### src/rtl/sa_cache_ctrl.sv
// Set-associative cache controller: zero-wait hits, optional dirty-victim
// writeback burst, line fill burst, and a single completion cycle.
// Hits are answered combinationally in IDLE. All outputs are gated by rst_n
// so nothing can strobe while reset is held.
module sa_cache_ctrl #(
  parameter int BLOCK_WORDS = 4,
  parameter int WIDX_W      = $clog2(BLOCK_WORDS)
) (
  input  logic              clk,
  input  logic              rst_n,
  input  logic              cpu_req,
  input  logic              cpu_we,
  input  logic [3:0]        hit_vec,
  input  logic [1:0]        lru_way,
  input  logic              victim_valid,
  input  logic              victim_dirty,
  input  logic              mem_ack,
  output logic              cpu_ack,
  output logic              lru_we,
  output logic [1:0]        lru_in,
  output logic [1:0]        way_sel,
  output logic [WIDX_W-1:0] word_idx,
  output logic              mem_wr_req,
  output logic              mem_rd_req,
  output logic              fill_we,
  output logic              tag_we,
  output logic              dirty_set,
  output logic              dirty_clr,
  output logic              busy,
  output logic              multi_hit
);

  localparam logic [1:0] S_IDLE = 2'd0;
  localparam logic [1:0] S_WB   = 2'd1;
  localparam logic [1:0] S_FILL = 2'd2;
  localparam logic [1:0] S_DONE = 2'd3;

  localparam logic [WIDX_W-1:0] LAST_WORD = WIDX_W'(BLOCK_WORDS - 1);
  localparam logic [WIDX_W-1:0] ONE_WORD  = WIDX_W'(1);

  // Index of the lowest set bit; only meaningful when at least one bit is set.
  function automatic logic [1:0] lowest_hit(input logic [3:0] v);
    logic [1:0] idx;
    if (v[0]) begin
      idx = 2'd0;
    end else if (v[1]) begin
      idx = 2'd1;
    end else if (v[2]) begin
      idx = 2'd2;
    end else begin
      idx = 2'd3;
    end
    return idx;
  endfunction

  // True when more than one way claims a hit (clearing the lowest bit leaves a bit set).
  function automatic logic many_hits(input logic [3:0] v);
    return ((v & (v - 4'd1)) != 4'd0);
  endfunction

  logic [1:0]        state_q,     state_d;
  logic [1:0]        victim_q,    victim_d;
  logic [WIDX_W-1:0] cnt_q,       cnt_d;
  logic              multi_hit_q, multi_hit_d;

  logic              cpu_ack_s, lru_we_s, mem_wr_req_s, mem_rd_req_s;
  logic              fill_we_s, tag_we_s, dirty_set_s, dirty_clr_s, busy_s;
  logic [1:0]        lru_in_s, way_sel_s;
  logic [WIDX_W-1:0] word_idx_s;
  logic              last_word_s;

  assign last_word_s = (cnt_q == LAST_WORD);

  // Next-state, counter and victim update plus per-state output decode.
  always_comb begin
    state_d      = state_q;
    victim_d     = victim_q;
    cnt_d        = cnt_q;
    multi_hit_d  = multi_hit_q;
    cpu_ack_s    = 1'b0;
    lru_we_s     = 1'b0;
    lru_in_s     = 2'd0;
    way_sel_s    = 2'd0;
    word_idx_s   = '0;
    mem_wr_req_s = 1'b0;
    mem_rd_req_s = 1'b0;
    fill_we_s    = 1'b0;
    tag_we_s     = 1'b0;
    dirty_set_s  = 1'b0;
    dirty_clr_s  = 1'b0;
    busy_s       = 1'b0;

    case (state_q)
      S_IDLE: begin
        if (cpu_req) begin
          if (hit_vec != 4'd0) begin
            // Zero-wait hit: acknowledge and touch LRU in the request cycle.
            cpu_ack_s   = 1'b1;
            lru_we_s    = 1'b1;
            lru_in_s    = lowest_hit(hit_vec);
            way_sel_s   = lowest_hit(hit_vec);
            dirty_set_s = cpu_we;
            if (many_hits(hit_vec)) begin
              multi_hit_d = 1'b1;
            end else begin
              multi_hit_d = multi_hit_q;
            end
          end else begin
            // Miss: remember the victim now, the LRU inputs may move later.
            victim_d = lru_way;
            cnt_d    = '0;
            if (victim_valid && victim_dirty) begin
              state_d = S_WB;
            end else begin
              state_d = S_FILL;
            end
          end
        end else begin
          state_d = S_IDLE;
        end
      end

      S_WB: begin
        busy_s       = 1'b1;
        mem_wr_req_s = 1'b1;
        way_sel_s    = victim_q;
        word_idx_s   = cnt_q;
        if (mem_ack) begin
          if (last_word_s) begin
            cnt_d   = '0;
            state_d = S_FILL;
          end else begin
            cnt_d = cnt_q + ONE_WORD;
          end
        end else begin
          cnt_d = cnt_q;
        end
      end

      S_FILL: begin
        busy_s       = 1'b1;
        mem_rd_req_s = 1'b1;
        way_sel_s    = victim_q;
        word_idx_s   = cnt_q;
        fill_we_s    = mem_ack;
        if (mem_ack) begin
          if (last_word_s) begin
            // Last word lands together with the new tag; the line starts clean.
            tag_we_s    = 1'b1;
            dirty_clr_s = 1'b1;
            cnt_d       = '0;
            state_d     = S_DONE;
          end else begin
            cnt_d = cnt_q + ONE_WORD;
          end
        end else begin
          cnt_d = cnt_q;
        end
      end

      S_DONE: begin
        // Complete the original access against the freshly filled way.
        busy_s      = 1'b1;
        cpu_ack_s   = 1'b1;
        lru_we_s    = 1'b1;
        lru_in_s    = victim_q;
        way_sel_s   = victim_q;
        dirty_set_s = cpu_we;
        state_d     = S_IDLE;
      end

      default: begin
        state_d = S_IDLE;
        cnt_d   = '0;
      end
    endcase
  end

  // State, victim, word counter and sticky multi-hit registers.
  always_ff @(posedge clk or negedge rst_n) begin
    if (!rst_n) begin
      state_q     <= S_IDLE;
      victim_q    <= 2'd0;
      cnt_q       <= '0;
      multi_hit_q <= 1'b0;
    end else begin
      state_q     <= state_d;
      victim_q    <= victim_d;
      cnt_q       <= cnt_d;
      multi_hit_q <= multi_hit_d;
    end
  end

  // Reset gating keeps every strobe low for as long as rst_n is held,
  // even while a hit is being presented on the inputs.
  assign cpu_ack    = cpu_ack_s    & rst_n;
  assign lru_we     = lru_we_s     & rst_n;
  assign lru_in     = lru_in_s     & {2{rst_n}};
  assign way_sel    = way_sel_s    & {2{rst_n}};
  assign word_idx   = word_idx_s   & {WIDX_W{rst_n}};
  assign mem_wr_req = mem_wr_req_s & rst_n;
  assign mem_rd_req = mem_rd_req_s & rst_n;
  assign fill_we    = fill_we_s    & rst_n;
  assign tag_we     = tag_we_s     & rst_n;
  assign dirty_set  = dirty_set_s  & rst_n;
  assign dirty_clr  = dirty_clr_s  & rst_n;
  assign busy       = busy_s       & rst_n;
  assign multi_hit  = multi_hit_q;

endmodule

### config.mk
export PLATFORM = sky130hd
export DESIGN_NAME = sa_cache_ctrl
export DESIGN_NICKNAME = d
export VERILOG_FILES = /design/src/rtl/sa_cache_ctrl.sv
export SDC_FILE = /design/constraint.sdc
export NUM_CORES = 1
export LEC_CHECK = 0
export BUFFER_PORTS_ARGS = -buffer_cell sky130_fd_sc_hd__clkbuf_2
export CAP_MARGIN = 40
export CORE_MARGIN = 2
export CORE_UTILIZATION = 41
export DETAILED_ROUTE_END_ITERATION = 10
export PLACE_DENSITY = 0.73
export SETUP_SLACK_MARGIN = 0.2
export SLEW_MARGIN = 10
export SYNTH_ARGS = -nofsm -noshare
export SYNTH_HDL_FRONTEND = slang
export SYNTH_SLANG_ARGS = --single-unit
export TNS_END_PERCENT = 50
### constraint.sdc
create_clock -name clk -period 1.5 [get_ports clk]
set_clock_uncertainty 0.05 [all_clocks]
set_input_delay 0.075 -clock clk [delete_from_list [all_inputs] [get_ports clk]]
set_output_delay 0.075 -clock clk [all_outputs]
set_load 0.02 [all_outputs]
==> results of run 1 <==
## routing by layer
layer,routed length [um],up-vias,part of all wire [%]
met1,833,315,44
met4,51,0,2.7
met3,86,7,4.5
met5,0,-,0
li1,-,347,-
met2,928,27,49
## power by group through the flow
stage                     Clock, mW  Sequential (mW)  Combinational [mW]
after floorplan                   0            0.326               0.803
after global placement            0            0.329                1.05
after CTS                     0.178            0.332                1.28
after global routing          0.200            0.343                1.63
after detailed placement          0            0.333                1.07
final                         0.173            0.335                1.54
## through the flow
step / power, mW / hold WS, ns
after global routing: 2.17 / 0.00519
after detailed placement: 1.40 / -0.102
after floorplan: 1.13 / -0.271
after CTS: 1.79 / 0.00141
after global placement: 1.38 / -0.104
final: 2.05 / 0.0196
## worst min path at each step
stage | startpoint | endpoint | slack (ns) | cells past startpoint
floorplan | rst_n | cnt_q[0]$_DFFE_PN0P_ | -0.27 | 0
global placement | rst_n | state_q[0]$_DFFE_PN0P_ | -0.10 | 1
detailed placement | rst_n | state_q[0]$_DFFE_PN0P_ | -0.10 | 1
CTS | lru_way[1] | victim_q[1]$_DFFE_PN0P_ | 0.001 | 2
global route | lru_way[1] | victim_q[1]$_DFFE_PN0P_ | 0.005 | 2
finish | lru_way[1] | victim_q[1]$_DFFE_PN0P_ | 0.02 | 2
## critical path: stages, from the launching register on
cell	delay [ns]
dfrtp_1	0.39
inv_2	0.08
ha_4	0.14
nand2_4	0.06
or3_4	0.40
a21boi_4	0.18
buf_8	0.12
## synth_stat cells, drive strengths merged
master / instances / area, sq um
maj3: 1 / 10.0
o22ai: 1 / 6.26
buf: 2 / 15.0
nand2: 6 / 25.0
o31ai: 1 / 7.51
nor4: 1 / 6.26
nand3: 1 / 5.00
nand2b: 4 / 30.0
and3b: 1 / 8.76
ha: 5 / 62.6
a31oi: 2 / 12.5
mux2: 4 / 45.0
a21oi: 4 / 23.8
inv: 5 / 18.8
nor2: 5 / 33.8
nand4: 1 / 21.3
or3: 1 / 6.26
o21ba: 1 / 10.0
o21ai: 3 / 15.0
nor3: 1 / 5.00
a21boi: 1 / 7.51
and3: 3 / 18.8
dfrtp: 7 / 175
o21a: 1 / 7.51
nor2b: 2 / 12.5
o41ai: 1 / 16.3
and2: 6 / 40.0
## registers in the layout, indices dropped and copies added, names as in the netlist
name	count
state_q	2
cnt_q	2
victim_q	2
multi_hit	1
## cells by family (layout without fill, tap and decap cells)
kind of cell | after synthesis | count (layout) | synth area share (%)
adders and majority gates | 6 | 6 | 11.2
DFF | 7 | 7 | 27.1
buffers and inverters | 7 | 55 | 5.23
and+or+nand+nor | 32 | 32 | 32.9
AOI/OAI and AO/OA | 15 | 15 | 16.5
muxes | 4 | 4 | 6.98
## cell type report
cell class              count  area share (%)
well taps                  16            1.59
clock buffers               4            2.09
flip-flops and latches      7            13.9
repair buffers             46            33.9
inverters                   5            1.49
multi-input cells          57            47.1
## timing repair
action / 4_1_cts / 5_1_grt
endpoints found under the setup margin: 21 / 21
gates resized for setup: 27 / 38
pin swaps: 5 / 9
hold endpoints to repair: 8 / 3
hold buffers: 2 / 1
buffers inserted: 3 / 5
==> summary.md, run 1 <==
| Metric | Value |
|---|---|
| Status | finished with violations |
| Violated checks | negative setup slack |
| Layout Utilization | 84.6% |
| Netlist cell types | 34 |
| Worst setup startpoint | state_q[0]$_DFFE_PN0P_ |
| Fmax | ~0.57 GHz |
| Top Ports | 29 |
| WP data arrival | 1.63 ns |
| Post-DP HPWL | 1240 um |
| Fillcell total | 81 |
| Non-Filler Instances | 135 |
| Antenna cells | 0 |
| Multi-input logic area | 593 sq um |
| Antenna violations before repair | 0 |
| Hold Path Class | input pin to flip-flop |
| Busiest grt layer | met2 |
| Detail Route Antenna Nets | 0 |
| Cts bufs inserted | 3 |
| Worst Tran Pin Value | 0.244 ns |
| Sequential share of power | between 10% and 20% |
| Switching fraction of total power | 40.4% |
| Met1 usage | about 27% |
| Initial drt markers | 8 |
| Initial Util | around 43% |
| Maximum vdd drop | 0.984 mV |
| Vias in the first global route | 656 |
| Gate power share | between 70% and 80% |
| FF-to-FF Start | state_q[0]$_DFFE_PN0P_ |
| Clk sinks | 7 |
| Slew Viols, Final | 0 |
| Post-Syn Instances | 71 |
| # setup viols final | 11 |
| Unrepaired setup endpoints after global routing | true |
| Die Footprint | 1910 sq um |
| Clock network power share | 8.4% |
| Crit Path Max Fanout | 4 |
| Seq/Total Area, Yosys | 27.1% |
| Die H | 43.7 um |
| Max Cap Violations | 0 |
| Post-route cell area | 1260 sq um |
| Crit. End Element | output pin |
| Vias/cell | 5.16 |
| Placer congestion estimate | 0.765 |
| Clock tree buffer depth | 2 |
| Core Region | 1490 sq um |
| Minimum clock period | 1.75 ns |
| GRT Overall Usage | about a fifth |
| Drt pass-1 iters | 4 |
| Psw | 829 uW |
| Final WS setup | -0.254 ns |
| Area grow syn2layout | 95.2% |
| H-tree levels | 1 |
| Ratio of cells with drive above 1 in the final layout | between 60% and 70% |
| Depth of the most critical reg-to-reg path | 7 |
| Largest net degree at the start of global routing | 8 |
| Yosys warns | 0 |
| Final hold vios | 0 |
| Part of the cycle the worst path needs | 117% |
| CTS tree | built |
| Internal power | 1.22 mW |
| Most frequent cells in the layout | clkbuf_2 (13), buf_6 (10), buf_4 (10) |
| Setup crit start kind | flip-flop |
| Root buf cell | clkbuf_4 |
| Slew Limit Headroom | 83.6% |
| Commonest non-fill, non-tap cell in the layout | clkbuf_2 |
| Post-place instance area | 917 sq um |
| R2R setup slack | -0.02 ns |
| DIE WIDTH | 43.7 um |
| Port-buffer cells | 28 |
| Syn nets | 89 |
| Grt met3 use | 1.25% |
| Vias | slightly below 700 |
| Placed insts | 120 |
| Clk_lat worst skew | 0.25 ns |
| Pleak | 0.596 nW |
| WL final | 1900 um |
| Pwr dens | 1630 nW/um^2 |
| Routed WL per cell | 14.1 um |
| First-pass GRT wire length | 2860 um |
| Setup TNS | -1.51 ns |
| # DRC | 0 |
| Met2 Use GR | 32.9% |
| Final nets | approximately 140 |
| Reg-to-Reg End | victim_q[1]$_DFFE_PN0P_ |
| Syn_area_per_cell | ~9.1 sq um |
| Register Area | about 180 sq um |
| Post-synthesis register bit count | 7 |
| Post-Syn Area | ~650 sq um |
| Worst EP required | roughly 1.4 ns |
| Clock transition at path regs | 0.05 ns |
| Aggregate global routing overflow | 0 |
| Rows | 14 |
| Worst setup path endpoint | way_sel[0] |
| Type of the worst setup path | flip-flop to output pin |
| Pre-CTS WS | -0.0363 ns |
(Power assumes the default switching activity.)
==> run 2: changes to the inputs <==
--- a/config.mk
+++ b/config.mk
@@ -11,7 +11,6 @@
 export CORE_UTILIZATION = 41
 export DETAILED_ROUTE_END_ITERATION = 10
 export PLACE_DENSITY = 0.73
-export SETUP_SLACK_MARGIN = 0.2
 export SLEW_MARGIN = 10
 export SYNTH_ARGS = -nofsm -noshare
 export SYNTH_HDL_FRONTEND = slang
==> run 2 against run 1 <==
Effect of this change: the run still ends with negative setup slack left; count of clock-buffer cells in the layout is the same; non-clock buffer count grew 1; flip-flop and latch count is the same; critical path depth is the same; register-to-register slack is essentially flat; final area shrank 5.9%; power shrank 5.8%; critical endpoint is now lru_in[0]; largest cell class unchanged.
==> summary.md, run 2 (synthesis results as in run 1) <==
| Metric | Value |
|---|---|
| Status | finished with violations |
| Violated checks | negative setup slack |
| Crit. End Element | output pin |
| Pleak | 0.573 nW (-3.9%) |
| CTS tree | built |
| Pwr dens | 1630 nW/um^2 (about the same) |
| Most frequent cells in the layout | clkbuf_2 (14), buf_4 (12), buf_6 (8) |
| Minimum clock period | 1.72 ns (-0.0328 ns) |
| Clock transition at path regs | 0.05 ns (about the same) |
| Final nets | 139 (+0.72%) |
| R2R setup slack | -0.03 ns (about the same) |
| Post-DP HPWL | 1260 um (+1.7%) |
| Clock tree buffer depth | 2 (unchanged) |
| Reg-to-Reg End | victim_q[1]$_DFFE_PN0P_ |
| Fmax | 0.581 GHz (+1.9%) |
| Root buf cell | clkbuf_4 |
| Vias | 711 (+2.2%) |
| Antenna violations before repair | 0 (unchanged) |
| Maximum vdd drop | 0.939 mV (-4.6%) |
| Slew Viols, Final | 0 (unchanged) |
| Post-route cell area | 1190 sq um (-5.9%) |
| Type of the worst setup path | flip-flop to output pin |
| First-pass GRT wire length | 3070 um (+7.2%) |
| Cts bufs inserted | 3 (unchanged) |
| Final hold vios | 0 (unchanged) |
| Die Footprint | 1910 sq um (unchanged) |
| Clk sinks | 7 (unchanged) |
| Rows | 14 (unchanged) |
| Worst Tran Pin Value | 0.276 ns (+0.0319 ns) |
| Antenna cells | 0 (unchanged) |
| Commonest non-fill, non-tap cell in the layout | clkbuf_2 |
| DIE WIDTH | 43.7 um (unchanged) |
| Setup TNS | -1.87 ns (-0.357 ns) |
| H-tree levels | 1 (unchanged) |
| Max Cap Violations | 0 (unchanged) |
| Port-buffer cells | 28 (unchanged) |
| Slew Limit Headroom | 81.4% (-2.1 points) |
| # setup viols final | 15 (+4) |
| Top Ports | 29 (unchanged) |
| Part of the cycle the worst path needs | 115% (-2.2 points) |
| Crit Path Max Fanout | 4 (unchanged) |
| Area grow syn2layout | 83.7% |
| Pre-CTS WS | -0.0474 ns (-0.0110 ns) |
| Depth of the most critical reg-to-reg path | 7 (unchanged) |
| WP data arrival | 1.60 ns (-0.03 ns) |
| Routed WL per cell | 15.2 um (+8.0%) |
| Post-place instance area | 906 sq um (-1.2%) |
| Initial drt markers | 7 (-1) |
| Initial Util | 43.4% (unchanged) |
| WHS | 0.00772 ns (-0.0118 ns) |
| Vias/cell | 5.23 (+1.4%) |
| Placer congestion estimate | 0.762 (-0.42%) |
| Setup crit start kind | flip-flop |
| Clk_lat worst skew | 0.25 ns (about the same) |
| Aggregate global routing overflow | 0 (unchanged) |
| Unrepaired setup endpoints after global routing | true |
| Drt pass-1 iters | 4 (unchanged) |
| # DRC | 0 (unchanged) |
| Final WS setup | -0.221 ns (+0.0328 ns) |
| Largest net degree at the start of global routing | 12 (+4) |
| Core Region | 1490 sq um (unchanged) |
| Vias in the first global route | 697 (+6.3%) |
| Die H | 43.7 um (unchanged) |
| WL final | 2070 um (+8.8%) |
| Detail Route Antenna Nets | 0 (unchanged) |
| Worst EP required | 1.37 ns (about the same) |
| FF-to-FF Start | state_q[0]$_DFFE_PN0P_ |
| Largest regs | cnt_q x2, state_q x2, victim_q x2 |
| Ratio of cells with drive above 1 in the final layout | 63.3% (-3.9 points) |
| GRT Overall Usage | 22.5% (+2.2 points) |
| Hold Path Class | input pin to asynchronous set/reset pin |
[run 2: worst max-delay path by stage]
| stage | from | end | slack (ns) | depth (start not counted) |
|---|---|---|---|---|
| after CTS | state_q[1]$_DFFE_PN0P_ | lru_in[0] | -0.21 | 6 |
| after global placement | state_q[0]$_DFFE_PN0P_ | lru_in[0] | -0.02 | 6 |
| after detailed placement | state_q[0]$_DFFE_PN0P_ | lru_in[0] | -0.05 | 6 |
| after global routing | state_q[1]$_DFFE_PN0P_ | lru_in[1] | -0.30 | 8 |
| after floorplan | state_q[1]$_DFFE_PN0P_ | state_q[0]$_DFFE_PN0P_ | 0.0004 | 6 |
| final | state_q[0]$_DFFE_PN0P_ | lru_in[0] | -0.22 | 6 |
[run 2: per-stage QoR]
stage               power, mW  util, %  instances
global placement         1.33     60.8        124
detailed placement       1.36     60.8        124
CTS                      1.75     74.5        133
finish                   1.93     79.7        136
global route             2.06     79.7        136
floorplan                1.01        -         71
[run 2: where the power goes]
part | switching (mW) | total [mW] | internal [mW]
logic | 0.646 | 1.43 | 0.783
clock network | 0.0717 | 0.173 | 0.102
registers | 0.0616 | 0.328 | 0.266
total | 0.779 | 1.93 | 1.15
[run 2: what timing repair did]
action	CTS	global route
setup buffers	4	2
gates resized for setup	30	23
endpoints found under the hold margin	7	3
hold buffers	1	1
endpoints found under the setup margin	14	20
pin swaps	7	2
cloned	0	0
[run 2: worst max-delay path, stage by stage (launching register included)]
cell and delay, ns:
dfrtp_1 0.40, inv_2 0.09, ha_4 0.15, nand2_4 0.07, or3_4 0.35, a21oi_2 0.14, clkbuf_8 0.15
[run 2: routing by layer]
layer | track usage (%) | vias to the layer above | wire [um]
met4 | 10.9 | 0 | 40
met1 | 24.5 | 330 | 801
met3 | 5.00 | 6 | 103
met5 | 0 | - | 0
met2 | 40.3 | 27 | 1120
li1 | - | 348 | -
[run 2: area by class of cell]
type / instances / area [sq um]
Clock buffer: 4 / 26.3
Fill cell: 94 / 303
Inverter: 5 / 18.8
Multi-Input combinational cell: 57 / 534
Sequential cell: 7 / 175
Tap cell: 16 / 20.0
Timing Repair Buffer: 47 / 412
==> run 3: changes to the inputs <==
--- a/config.mk
+++ b/config.mk
@@ -8,9 +8,9 @@
 export BUFFER_PORTS_ARGS = -buffer_cell sky130_fd_sc_hd__clkbuf_2
 export CAP_MARGIN = 40
 export CORE_MARGIN = 2
-export CORE_UTILIZATION = 41
+export CORE_UTILIZATION = 48
 export DETAILED_ROUTE_END_ITERATION = 10
-export PLACE_DENSITY = 0.73
+export PLACE_DENSITY = 0.8
 export SLEW_MARGIN = 10
 export SYNTH_ARGS = -nofsm -noshare
 export SYNTH_HDL_FRONTEND = slang
==> constraint.sdc (replaced) <==
create_clock -name clk -period 2.1 [get_ports clk]
set_clock_uncertainty 0.05 [all_clocks]
set_input_delay 0.105 -clock clk [delete_from_list [all_inputs] [get_ports clk]]
set_output_delay 0.105 -clock clk [all_outputs]
set_load 0.02 [all_outputs]
==> run 3 against run 2 <==
Effect of this change: the run now ends clean; count of clock-buffer cells in the layout did not move; sequential share of layout area rose by 6.0 points; combinational power fell by 58%; critical path depth did not move; non-clock buffer count fell by 18; power fell by 49%; cell count fell by 14%; die area fell by 13%; clock power fell by 28%; register-to-register slack improved by 0.47 ns; worst hold slack improved by 0.028 ns; flip-flop and latch count did not move; critical endpoint is now way_sel[0]; largest power group unchanged.
==> summary.md, run 3 (synthesis results as in run 1) <==
| Metric | Value |
|---|---|
| Antenna violations before repair | 0 (unchanged) |
| Slew Viols, Final | 0 (unchanged) |
| Most frequent cells in the layout | clkbuf_2 (28), dfrtp_1 (7), inv_1 (5), nand2_1 (5), and2_1 (5) |
| Drt pass-1 iters | 4 (unchanged) |
| Top Ports | 29 (unchanged) |
| Setup TNS | 0 ns (+1.87 ns) |
| Unrepaired setup endpoints after global routing | false |
| Area grow syn2layout | 30.8% |
| Post-DP HPWL | 1160 um (-8.0%) |
| Max Cap Violations | 0 (unchanged) |
| DIE WIDTH | 40.7 um (-6.9%) |
| Crit. End Element | output pin |
| Vias | 615 (-14%) |
| Vias/cell | 5.26 (+0.54%) |
| Status | finished, final reports clean |
| Placer congestion estimate | 0.732 (-3.9%) |
| Detail Route Antenna Nets | 0 (unchanged) |
| Part of the cycle the worst path needs | 94.6% |
| Slew Limit Headroom | 79.0% (-2.5 points) |
| Crit path cell chain | inv_1 -> ha_4 -> nand2_2 -> or3_1 -> a21boi_1 -> clkbuf_2 |
| Final nets | 121 (-13%) |
| Largest net degree at the start of global routing | 17 (+5) |
| WL final | 1480 um (-29%) |
| Crit Path Max Fanout | 8 (+4) |
| Clock transition at path regs | 0.06 ns (about the same) |
| WP buf/inv | 2 (unchanged) |
| Minimum clock period | a little under 2 ns |
| Reg-to-Reg End | state_q[1]$_DFFE_PN0P_ |
| Setup crit start kind | flip-flop |
| Core Region | 1280 sq um (-14%) |
| Initial Util | 50.2% (+6.9 points) |
| WP data arrival | 1.83 ns (+0.23 ns) |
| Worst EP required | 1.95 ns (+0.58 ns) |
| Max stage delay cell, worst path | dfrtp_1 |
| Fmax | 0.503 GHz |
| Vias in the first global route | 548 (-21%) |
| Type of the worst setup path | flip-flop to output pin |
| Commonest non-fill, non-tap cell in the layout | clkbuf_2 |
| Initial drt markers | 7 (unchanged) |
| Final hold vios | 0 (unchanged) |
| Clk_lat worst skew | 0.25 ns (about the same) |
| Die Footprint | 1650 sq um (-13%) |
| Routed WL per cell | 12.6 um (-17%) |
| Maximum vdd drop | 0.627 mV (-33%) |
| FF-to-FF Start | state_q[0]$_DFFE_PN0P_ |
| Hold Path Class | input pin to flip-flop |
| First-pass GRT wire length | 2230 um (-27%) |
| Max incr delay on CP | 0.42 ns (+0.02 ns) |
| Die H | 40.7 um (-6.9%) |
| Rows | 13 (-1) |
| Depth of the most critical reg-to-reg path | 6 (-1) |
| CP delay by family, top | simple AND/OR/NAND/NOR gates |
| Clock tree buffer depth | 2 (unchanged) |
| Root buf cell | clkbuf_4 |
| WHS | 0.0360 ns (+0.0283 ns) |
| Ratio of cells with drive above 1 in the final layout | 44.1% (-19 points) |
| Clk sinks | 7 (unchanged) |
| Crit. path cell count | 6 (unchanged) |
| Cts bufs inserted | 3 (unchanged) |
| Worst Tran Pin Value | 0.316 ns (+0.0394 ns) |
| Pleak | 0.426 nW (-26%) |
| H-tree levels | 1 (unchanged) |
| GRT Overall Usage | 21.2% (-1.3 points) |
| Pwr dens | 1160 nW/um^2 (-29%) |
| # setup viols final | 0 (-15) |
| Worst setup path endpoint | way_sel[0] |
| Port-buffer cells | 28 (unchanged) |
| # DRC | 0 (unchanged) |
| Antenna cells | 0 (unchanged) |
| R2R setup slack | 0.44 ns (+0.47 ns) |
| Largest regs | cnt_q x2, state_q x2, victim_q x2 |
| Worst setup startpoint | state_q[0]$_DFFE_PN0P_ |
| CTS tree | built |
| Aggregate global routing overflow | 0 (unchanged) |
run 3: worst min path at each step:
stage / to / cells after the start / from / slack, ns
2_1_floorplan: cnt_q[0]$_DFFE_PN0P_ / 0 / rst_n / -0.24
3_3_place_gp: state_q[0]$_DFFE_PN0P_ / 1 / rst_n / -0.05
3_5_place_dp: cnt_q[0]$_DFFE_PN0P_ / 1 / rst_n / -0.04
4_1_cts: victim_q[1]$_DFFE_PN0P_ / 2 / lru_way[1] / 0.03
5_1_grt: victim_q[1]$_DFFE_PN0P_ / 2 / lru_way[1] / 0.04
6_report: victim_q[1]$_DFFE_PN0P_ / 2 / lru_way[1] / 0.04
run 3: through the flow:
step | cells | util, % | power (mW) | worst slack (ns) | area, sq um
floorplan | 71 | - | 0.668 | 0.363 | 646
global placement | 112 | 61.4 | 0.789 | 0.336 | 790
detailed placement | 112 | 61.4 | 0.812 | 0.257 | 790
CTS | 117 | 64.5 | 0.951 | 0.0754 | 828
global route | 117 | 65.7 | 1.06 | 0.0404 | 845
finish | 117 | 65.7 | 0.978 | 0.113 | 845
run 3: repair_timing:
item / in CTS / in global routing
hold buffers: 1 / 0
setup endpoints to repair: 1 / 5
resized for setup: 1 / 2
setup buffers: 0 / 0
endpoints found under the hold margin: 7 / 0
run 3: worst reg2reg max path, stage by stage, from the launching register on:
cell	delay, ns
dfrtp_1	0.42
inv_1	0.14
ha_4	0.21
nand2_2	0.11
a21oi_2	0.14
nand2b_2	0.15
mux2_1	0.32
run 3: routing by layer:
| metal | track usage (%) | vias to the layer above | part of all wire (%) |
|---|---|---|---|
| li1 | - | 312 | - |
| met1 | 22.7 | 272 | 42 |
| met2 | 37.3 | 27 | 50 |
| met3 | 3.26 | 4 | 6.1 |
| met4 | 15.0 | 0 | 1.6 |
| met5 | 0 | - | 0 |
run 3: area by class of cell:
| type | count | area, sq um |
|---|---|---|
| clock buffer | 4 | 26.3 |
| fill | 119 | 440 |
| inverter | 5 | 18.8 |
| multi-input combinational | 57 | 455 |
| sequential | 7 | 175 |
| tap | 15 | 18.8 |
| timing repair buffer | 29 | 150 |
run 3: power breakdown:
group / switching [mW] / internal [mW] / total (mW)
Combinational: 0.327 / 0.280 / 0.607
Sequential: 0.0552 / 0.190 / 0.245
Clock: 0.0524 / 0.0727 / 0.125
